--- src/rtl/icache_axi_rd_bridge.sv ---
// icache_axi_rd_bridge: issues one AXI4 INCR read burst per icache miss and packs
// the 32-bit beats into a 128-bit line returned with a one-cycle ret_valid pulse.
module icache_axi_rd_bridge #(
    parameter logic [3:0] ARID_VAL = 4'h0
) (
    input  logic         clk,
    input  logic         rst,
    input  logic         rd_req,
    input  logic [31:0]  rd_addr,
    input  logic [1:0]   rd_len,
    output logic         ret_valid,
    output logic [127:0] ret_data,
    output logic         ret_err,
    output logic [3:0]   arid,
    output logic [31:0]  araddr,
    output logic [7:0]   arlen,
    output logic [2:0]   arsize,
    output logic [1:0]   arburst,
    output logic         arvalid,
    input  logic         arready,
    input  logic [31:0]  rdata,
    input  logic [1:0]   rresp,
    input  logic         rlast,
    input  logic         rvalid,
    output logic         rready
);
    localparam logic [1:0] IDLE = 2'd0, AR = 2'd1, R = 2'd2, DONE = 2'd3;
    logic [1:0] state;
    logic [1:0] cnt;
    assign arid      = ARID_VAL;
    assign arsize    = 3'b010;
    assign arburst   = 2'b01;
    assign arvalid   = state == AR;
    assign rready    = state == R;
    assign ret_valid = state == DONE;
    always_ff @(posedge clk or negedge rst) begin
        if (!rst) begin
            state    <= IDLE;
            araddr   <= '0;
            arlen    <= '0;
            ret_data <= '0;
            ret_err  <= 1'b0;
            cnt      <= '0;
        end else begin
            case (state)
                IDLE: if (rd_req) begin
                    state    <= AR;
                    // full lines start on a 16-byte boundary, single words on a 4-byte one
                    araddr   <= rd_addr & (rd_len == 2'd3 ? 32'hFFFF_FFF0 : 32'hFFFF_FFFC);
                    arlen    <= {6'b0, rd_len};
                    ret_data <= '0;
                    ret_err  <= 1'b0;
                    cnt      <= '0;
                end
                AR: if (arready) state <= R;
                R: if (rvalid) begin
                    ret_data[{cnt, 5'b0} +: 32] <= rdata;
                    cnt     <= cnt + 2'd1;
                    ret_err <= ret_err | (rresp != 2'b00);
                    if (rlast) state <= DONE;
                end
                default: state <= IDLE;
            endcase
        end
    end
endmodule
--- config.mk ---
export PLATFORM = sky130hd
export DESIGN_NAME = icache_axi_rd_bridge
export DESIGN_NICKNAME = d
export VERILOG_FILES = /design/src/rtl/icache_axi_rd_bridge.sv
export SDC_FILE = /design/constraint.sdc
export NUM_CORES = 1
export LEC_CHECK = 0
export BUFFER_PORTS_ARGS = -buffer_cell sky130_fd_sc_hd__clkbuf_2
export CAP_MARGIN = 15
export CORE_MARGIN = 2
export CORE_UTILIZATION = 40
export DETAILED_ROUTE_END_ITERATION = 6
export PLACE_DENSITY_LB_ADDON = 0.05
export SYNTH_ARGS = -nofsm -noshare
export SYNTH_HDL_FRONTEND = slang
export SYNTH_SLANG_ARGS = --single-unit
export TNS_END_PERCENT = 20
--- constraint.sdc ---
create_clock -name clk -period 2.5 [get_ports clk]
set_input_delay 0.125 -clock clk [delete_from_list [all_inputs] [get_ports clk]]
set_output_delay 0.125 -clock clk [all_outputs]
set_load 0.02 [all_outputs]
# Word level (Yosys, flattened, before mapping)

Index checks and enable logic that the tools add are counted.

Register bits: 167
Input port bits: 74
Output and inout port bits: 181
Word-level logic and storage cells: 42

Add/subtract/negate cells: 2
Eq/ne operators: 8
Shift-type cells: 2
Mux-type cells: 16
Bitwise gates (word level): 2
Reductions and logical operators: 6

Operators with widths:

| cell                                                                     | count |
|---|---|
| 128-bit 2-to-1 mux                                                       | 2 |
| 128-bit case mux with 2 select lines                                     | 1 |
| 128-bit bitwise mux                                                      | 1 |
| 32-bit by 9-bit variable shift with 128-bit output, first input constant | 1 |
| 32-bit by 9-bit indexed part select with 128-bit output                  | 1 |
| 32-bit AND                                                               | 1 |
| 2-bit 2-to-1 mux                                                         | 6 |
| 7-bit negation with 9-bit output                                         | 1 |
| 2-bit equality test, second input constant                               | 3 |
| 2-bit != test, second input constant                                     | 3 |
| 2-bit case mux with 3 select lines                                       | 1 |
| 4-bit 2-to-1 mux                                                         | 1 |
| 2-bit case mux with 2 select lines                                       | 1 |
| 4-bit AND reduction                                                      | 1 |
| 2-bit nonzero test                                                       | 2 |
| 3-bit AND reduction                                                      | 1 |
| 2-bit by 1-bit adder with 2-bit output, second input constant            | 1 |
| 2-bit by 1-bit equality test with 1-bit output, second input constant    | 1 |
| 2-bit logical NOT                                                        | 1 |
| 1-bit 2-to-1 mux                                                         | 2 |
| 2-bit by 1-bit != test with 1-bit output, second input constant          | 1 |
| 1-bit case mux with 2 select lines                                       | 1 |
| 2-bit AND reduction                                                      | 1 |
| 1-bit OR                                                                 | 1 |

# Longest topological paths before layout

Gate-level depths: netlist (run 1).

Depth in word-level cells: 5
Mapped depth: 8
Depth with buffers taken out: 5

# Least setup slack after synthesis (run 1)

No wires, ideal clock.

Path kind: register to register
Start: register state[0]
End: register ret_data[81]
Arrival time: 1861 ps
Data required time: 2375 ps
Slack: 514 ps
Cell stages (with the launch flop): 7
Clock period less this slack: 1986 ps
Cells stage by stage: dfrtp_1 > inv_1 > ha_1 > mux2i_4 > a21oi_2 > buf_2 > mux2_2

Word-level cells in the longest chain between the ends: 3
Elaborated cells between the ends (all ways): 7
Classes of those cells: 3 x eq/ne; 1 x mux; 3 x reduce/logical

RTL lines:

| what                                                                 | line | text |
|---|---|---|
| from (decl)                                                          | 28   | `logic [1:0] state;` |
| from (signal assigned)                                               | 38   | `state <= IDLE;` |
| from (signal assigned)                                               | 47   | `state <= AR;` |
| from (signal assigned)                                               | 55   | `AR: if (arready) state <= R;` |
| 2-bit equality test (*)                                              | --   |  |
| via rready                                                           | 25   | `output logic rready` |
| 2-bit != test (no source line) or 2-bit nonzero test (tied branches) | --   |  |
| 3-bit AND reduction (no source line)                                 | --   |  |
| to (signal, indexed assignment)                                      | 57   | `ret_data[{cnt, 5'b0} +: 32] <= rdata;` |
| to (decl)                                                            | 12   | `output logic [127:0] ret_data,` |

Mark *: on every way through the listed nets, which the timed path passes. The rest lies on a longest branch.
A chain may end at the register's enable or synchronous reset.

# Worst setup path after layout (run 1)

Start: register state[0]
End: register ret_data[48]

Word-level cells in the longest chain between the ends: 3
Elaborated cells between the ends (all ways): 7
Classes of those cells: 3 x eq/ne; 1 x mux; 3 x reduce/logical

RTL lines:

| what                                                                 | line | text |
|---|---|---|
| 2-bit equality test or 2-bit logical NOT (tied branches)             | 45   | `case (state)` |
| 2-bit != test (no source line) or 2-bit nonzero test (tied branches) | --   |  |
| 3-bit AND reduction (no source line)                                 | --   |  |

Several ways; a longest one is shown, not always the timed one.

==> reports/qor.txt, run 1 <==
Routed WL: 20900 um
worst-path cell chain: inv_1 -> ha_1 -> mux2i_4 -> a21oi_4 -> buf_12 -> mux2_2
H-tree depth: 4
Pwr Total: 0.0105 W
Worst Max-Slew Pin Slew: 0.700 ns
DP Wirelength: 14100 um
TritonCTS clock tree: yes
Setup violations, final: 0
Min-Delay Path Class: primary input to flip-flop
synth warn: 0
WL per Instance: 18.0 um
Crit Path Class: flip-flop to flip-flop
Max Cap Viol: 0
RSZ-0062 raised after global routing: false
first-pass GRT wire length: 32800 um
Post-DRT Antenna Nets: 0
Final Max Slew Viols: 0
Post-Syn Area per Cell: 12.0 um2
Area Overhead vs Synth: 35.1%
minimum clock period: 2.24 ns
Seq. cell area: 4130 um2
area of the multi-input gates: 2970 um2
Mapped Cells: 631
DRT Pass-1 Iters: 4
Power Density: 1030 nW/um2
Synth cell types: 36
layout cell share with drive strength beyond 1: 45.2%
Clock transition at path regs: 0.07 ns
grt ovf: 0
initial drt markers: 306
vias per cell: 4.92
later-pin clock latency in the skew report: 0.42 ns
CTS Buf Count: 17
Longest Clk Path Bufs: 2
critical path required time: 2.80 ns
Starting Density: 40.7%
met2 track demand over resource: 35.4%
Setup crit end kind: flip-flop
cell family with most CP delay: multiplexers
routability cong.: 0.767
row cnt: 50
Setup Skew: 0.00929 ns
core region area: 18600 um2
IO Port Bufs: 235
Hold WS: 0.0183 ns
status: completed
CTS Sinks: 165
Hold Fails Final Rpt: 0
Antenna Cells: 0
met3 usage: 5.60%
WP data arrival: 2.55 ns
DRC Markers: 0
Fmax achieved: 446 MHz
Die X: 142 um
die height: 142 um
Die Footprint: 20100 um2
Worst path slowest cell: a21oi_4
largest net degree at the start of global routing: 73
Slew headroom: 53.3%
# fillers: 1675
DR vias: 5741
Final Cycle Share: 89.8%
CP startpoint kind: flip-flop
Ports: 255
synthesized area: 7580 um2
Total GRT Usage: 21.1%
Crit path buffers/inverters: 2
post-synthesis register bit count: 165
Peak supply drop: 0.701 mV
initial antenna violation count: 0
most used routing layer: met2
CP Max Fanout: 19
Leakage: 5.49 nW
crit-path max cell delay: 0.53 ns
setup TNS: 0 ns
met1 usage: 27.3%
Final nets: 1002
root cell of the clock tree: clkbuf_16
register area share after synthesis: 54.5%
vias in the first global route: 5933
through the flow:
| stage | util, % | instances | area [um2] | worst slack, ns |
|---|---|---|---|---|
| floorplan | - | 646 | 7630 | 0.514 |
| global placement | 48.3 | 1073 | 9010 | 0.151 |
| detailed placement | 48.3 | 1073 | 9010 | 0.0299 |
| CTS | 54.7 | 1164 | 10200 | 0.0198 |
| global route | 54.9 | 1166 | 10200 | 0.123 |
| finish | 54.9 | 1166 | 10200 | 0.256 |
report_power, final:
group / total [W] / switching, W / internal [W]
combinational: 0.00442 / 0.00271 / 0.00171
clock: 0.00263 / 0.00112 / 0.00151
sequential: 0.00350 / 0.000292 / 0.00321
final cells by class:
cell class	instances	area share, %
flip-flops and latches	165	40.3
multi-input cells	351	29.0
repair buffers	316	19.6
clock buffers	19	4.33
well taps	234	2.86
inverters	68	2.49
clock inverters	13	1.45
registers in the layout, indices dropped and copies added (netlist names):
signal	cells
state	2
ret_data	128
araddr	30
ret_err	1
arlen	2
cnt	2
cells in the final DEF (no fill, tap or decap), types with 9 or more instances in the layout:
cell type	count
conb_1	17
dlygate4sd3_1	59
inv_1	68
buf_4	17
dfrtp_1	165
ha_1	9
and3_1	64
nand2_1	38
o21ai_0	33
mux2_2	93
o31ai_2	30
clkbuf_16	17
mux2i_1	33
clkbuf_2	234
metal layers:
metal | vias up | share of wire [%]
met1 | 2866 | 43
met2 | 174 | 50
met4 | 0 | 1.3
met5 | - | 0
met3 | 20 | 6.2
li1 | 2681 | -
worst paths after layout:
path                            depth (start not counted)          from  slack, ns            to
min in group asynchronous                               2           rst       0.24  ret_data[15]
worst min register to register                          1  ret_data[79]       0.50  ret_data[79]
worst max register to register                          6      state[0]       0.26  ret_data[48]
max in group asynchronous                               3           rst       1.37  ret_data[51]
worst min-delay path                                    3      rdata[7]       0.02   ret_data[7]
worst max-delay path                                    6      state[0]       0.26  ret_data[48]
cells in the mapped netlist (all sizes together):
library cell | count | share of area [%]
nand4b | 1 | 0.12
o21a | 1 | 0.099
a22o | 3 | 0.35
a21oi | 5 | 0.48
nor4bb | 1 | 0.13
conb | 2 | 0.099
mux2 | 95 | 14
dfrtp | 165 | 54
inv | 68 | 3.4
a31oi | 1 | 0.083
a2bb2oi | 1 | 0.12
ha | 9 | 1.5
nand2 | 38 | 1.9
mux2i | 34 | 4.7
nand4 | 1 | 0.083
clkbuf | 24 | 1.2
nand2b | 2 | 0.17
and2 | 1 | 0.083
buf | 38 | 3.3
or2 | 2 | 0.17
a211oi | 1 | 0.099
and3b | 1 | 0.12
a21boi | 1 | 0.099
nor2b | 4 | 0.33
o211ai | 1 | 0.099
o32a | 1 | 0.13
and3 | 64 | 5.3
nand3 | 1 | 0.066
o31ai | 32 | 5.2
o21ai | 33 | 2.2
what timing repair did:
item,in CTS,in global routing
gates resized for setup,0,1
hold buffers,59,0
endpoints found under the setup margin,0,64
setup buffers,0,0
endpoints found under the hold margin,146,0
worst register-to-register path, cell delays in order, from the launching register on:
cell and delay (ns):
dfrtp_1 0.40, inv_1 0.08, ha_1 0.25, mux2i_4 0.23
a21oi_4 0.53, buf_12 0.27, mux2_2 0.36
logic make-up (layout without fill, tap and decap cells):
group	after synthesis	count (layout)	share of synthesized area (%)
muxes	129	129	18.8
DFF	165	165	54.5
adders and majority gates	9	9	1.49
AOI/OAI and AO/OA	80	80	8.88
other	2	17	0.0991
and+or+nand+nor	116	116	8.42
buffers and inverters	130	416	7.86
(Power assumes the default switching activity.)
==> run 2, diff against run 1 <==
--- a/config.mk
+++ b/config.mk
@@ -7,10 +7,12 @@
 export LEC_CHECK = 0
 export BUFFER_PORTS_ARGS = -buffer_cell sky130_fd_sc_hd__clkbuf_2
 export CAP_MARGIN = 15
+export CELL_PAD_IN_SITES_DETAIL_PLACEMENT = 1
+export CELL_PAD_IN_SITES_GLOBAL_PLACEMENT = 1
 export CORE_MARGIN = 2
-export CORE_UTILIZATION = 40
+export CORE_UTILIZATION = 39
 export DETAILED_ROUTE_END_ITERATION = 6
-export PLACE_DENSITY_LB_ADDON = 0.05
+export PLACE_DENSITY = 0.76
 export SYNTH_ARGS = -nofsm -noshare
 export SYNTH_HDL_FRONTEND = slang
 export SYNTH_SLANG_ARGS = --single-unit
==> reports/qor.txt, run 2 (synthesis results as in run 1) <==
setup ws final: 0.145 ns (-0.111 ns)
Power Density: 1040 nW/um2 (+1.4%)
Post-DRT Antenna Nets: 0 (unchanged)
Die Footprint: 20600 um2 (+2.5%)
Final Cycle Share: 94.2% (+4.4 points)
worst-path cell chain: inv_1 -> ha_1 -> mux2i_4 -> buf_4 -> a21oi_4 -> buf_12 -> mux2i_1
H-tree depth: 4 (unchanged)
fin util: 55.1% (+0.20 points)
commonest non-fill, non-tap cell in the layout: clkbuf_2
Largest regs: ret_data x128, araddr x30
Worst path slowest cell: a21oi_4
pre-CTS setup slack: 0.0536 ns (+0.0238 ns)
root cell of the clock tree: clkbuf_16
most frequent cells in the layout: 234 x clkbuf_2, 165 x dfrtp_1, 93 x mux2_2
CTS Sinks: 165 (unchanged)
Pwr Total: 0.0109 W (+3.2%)
minimum clock period: 2.36 ns (+0.111 ns)
area of the multi-input gates: 2960 um2 (about the same)
Setup Skew: 0.0108 ns (+0.00148 ns)
row cnt: 50 (unchanged)
Longest Clk Path Bufs: 2 (unchanged)
routability cong.: 0.727 (-5.2%)
cell family with most CP delay: buffers and inverters
vias per cell: 4.97 (+0.98%)
Total GRT Usage: 22.7% (+1.5 points)
WL per Instance: 19.0 um (+6.0%)
RSZ-0062 raised after global routing: false
WP data arrival: 2.70 ns (+0.15 ns)
Crit Path Class: flip-flop to flip-flop
Final nets: 1011 (+0.90%)
IO Port Bufs: 235 (unchanged)
Seq. cell area: 4130 um2 (unchanged)
DRT Pass-1 Iters: 4 (unchanged)
Setup violations, final: 0 (unchanged)
Ports: 255 (unchanged)
Fmax achieved: 425 MHz (-4.7%)
grt ovf: 0 (unchanged)
Starting Density: 40.1% (-0.54 points)
initial antenna violation count: 0 (unchanged)
TritonCTS clock tree: yes
max reg flops: 128 (unchanged)
Biggest register: ret_data
Slew headroom: 42.3% (-11 points)
crit-path max cell delay: 0.57 ns (+0.04 ns)
Routed WL: 22900 um (+9.2%)
Worst Max-Slew Pin Slew: 0.861 ns (+0.161 ns)
CTS Buf Count: 17 (unchanged)
CP Max Fanout: 19 (unchanged)
setup TNS: 0 ns (unchanged)
layout cell share with drive strength beyond 1: 45.5% (+0.31 points)
initial drt markers: 225 (-26%)
core region area: 18900 um2 (+1.3%)
status: completed
DR vias: 5971 (+4.0%)
Final Max Slew Viols: 0 (unchanged)
vias in the first global route: 6510 (+9.7%)
Setup crit end kind: flip-flop
Max Cap Viol: 0 (unchanged)
Die X: 143 um (+1.2%)
Crit path buffers/inverters: 3 (+1)
first-pass GRT wire length: 35800 um (+8.9%)
# fillers: 2079 (+24%)
CP startpoint kind: flip-flop
Hold WS: 0.00580 ns (-0.0125 ns)
DRC Markers: 0 (unchanged)
Hold Fails Final Rpt: 0 (unchanged)
critical path required time: 2.84 ns (+0.04 ns)
Peak supply drop: 0.584 mV (-17%)
DP Wirelength: 15200 um (+8.1%)
Antenna Cells: 0 (unchanged)
Min-Delay Path Class: primary input to flip-flop
Leakage: 5.58 nW (+1.6%)
die height: 143 um (+1.2%)
largest net degree at the start of global routing: 67 (-8.2%)
Clock transition at path regs: 0.07 ns (about the same)
Area Overhead vs Synth: 37.4%
later-pin clock latency in the skew report: 0.43 ns (about the same)
-- run 2: repair_timing --
action / CTS / global route
hold buffers: 62 / 0
setup endpoints to repair: 0 / 0
hold endpoints to repair: 137 / 0
setup buffers: 0 / 0
gates resized for setup: 0 / 0
-- run 2: worst min-delay path: cells and delay by family --
kind          cells  cell delay [ns]
buf+inv           1             0.13
mux               1             0.07
simple gates      1             0.07
-- run 2: metrics by stage --
step                      std cells  area [um2]
after global placement         1105        9110
after global routing           1201       10400
after floorplan                 646        7630
after detailed placement       1105        9110
final                          1201       10400
after CTS                      1199       10400
-- run 2: layout make-up --
class	count	share of cell area, %
Sequential cell	165	39.7
Clock buffer	20	4.48
Multi-Input combinational cell	351	28.5
Clock inverter	12	1.59
Inverter	68	2.45
Timing Repair Buffer	325	20.2
Tap cell	260	3.12
-- run 2: path summary, 6_finish.rpt --
path                              start           end  slack, ns  cells after the start
setup / recovery               state[0]  ret_data[10]       0.14                      7
hold / removal                rdata[31]  ret_data[31]      0.006                      3
setup reg to reg               state[0]  ret_data[10]       0.14                      7
hold reg to reg            ret_data[80]  ret_data[80]       0.50                      1
max in group asynchronous           rst  ret_data[21]       1.45                      3
min in group asynchronous           rst  ret_data[11]       0.23                      2
-- run 2: where the power goes --
group          switching, W  total, W  internal [W]
Clock               0.00114   0.00281       0.00167
Sequential         0.000305   0.00351       0.00321
Combinational       0.00279   0.00456       0.00177
Total               0.00423    0.0109       0.00665
-- run 2: layer usage --
metal,track usage (%),vias up,part of all wire [%]
met4,8.15,0,2.5
met2,38.5,184,51
met3,5.50,36,5.4
met5,0,-,0
li1,-,2705,-
met1,28.2,3046,41
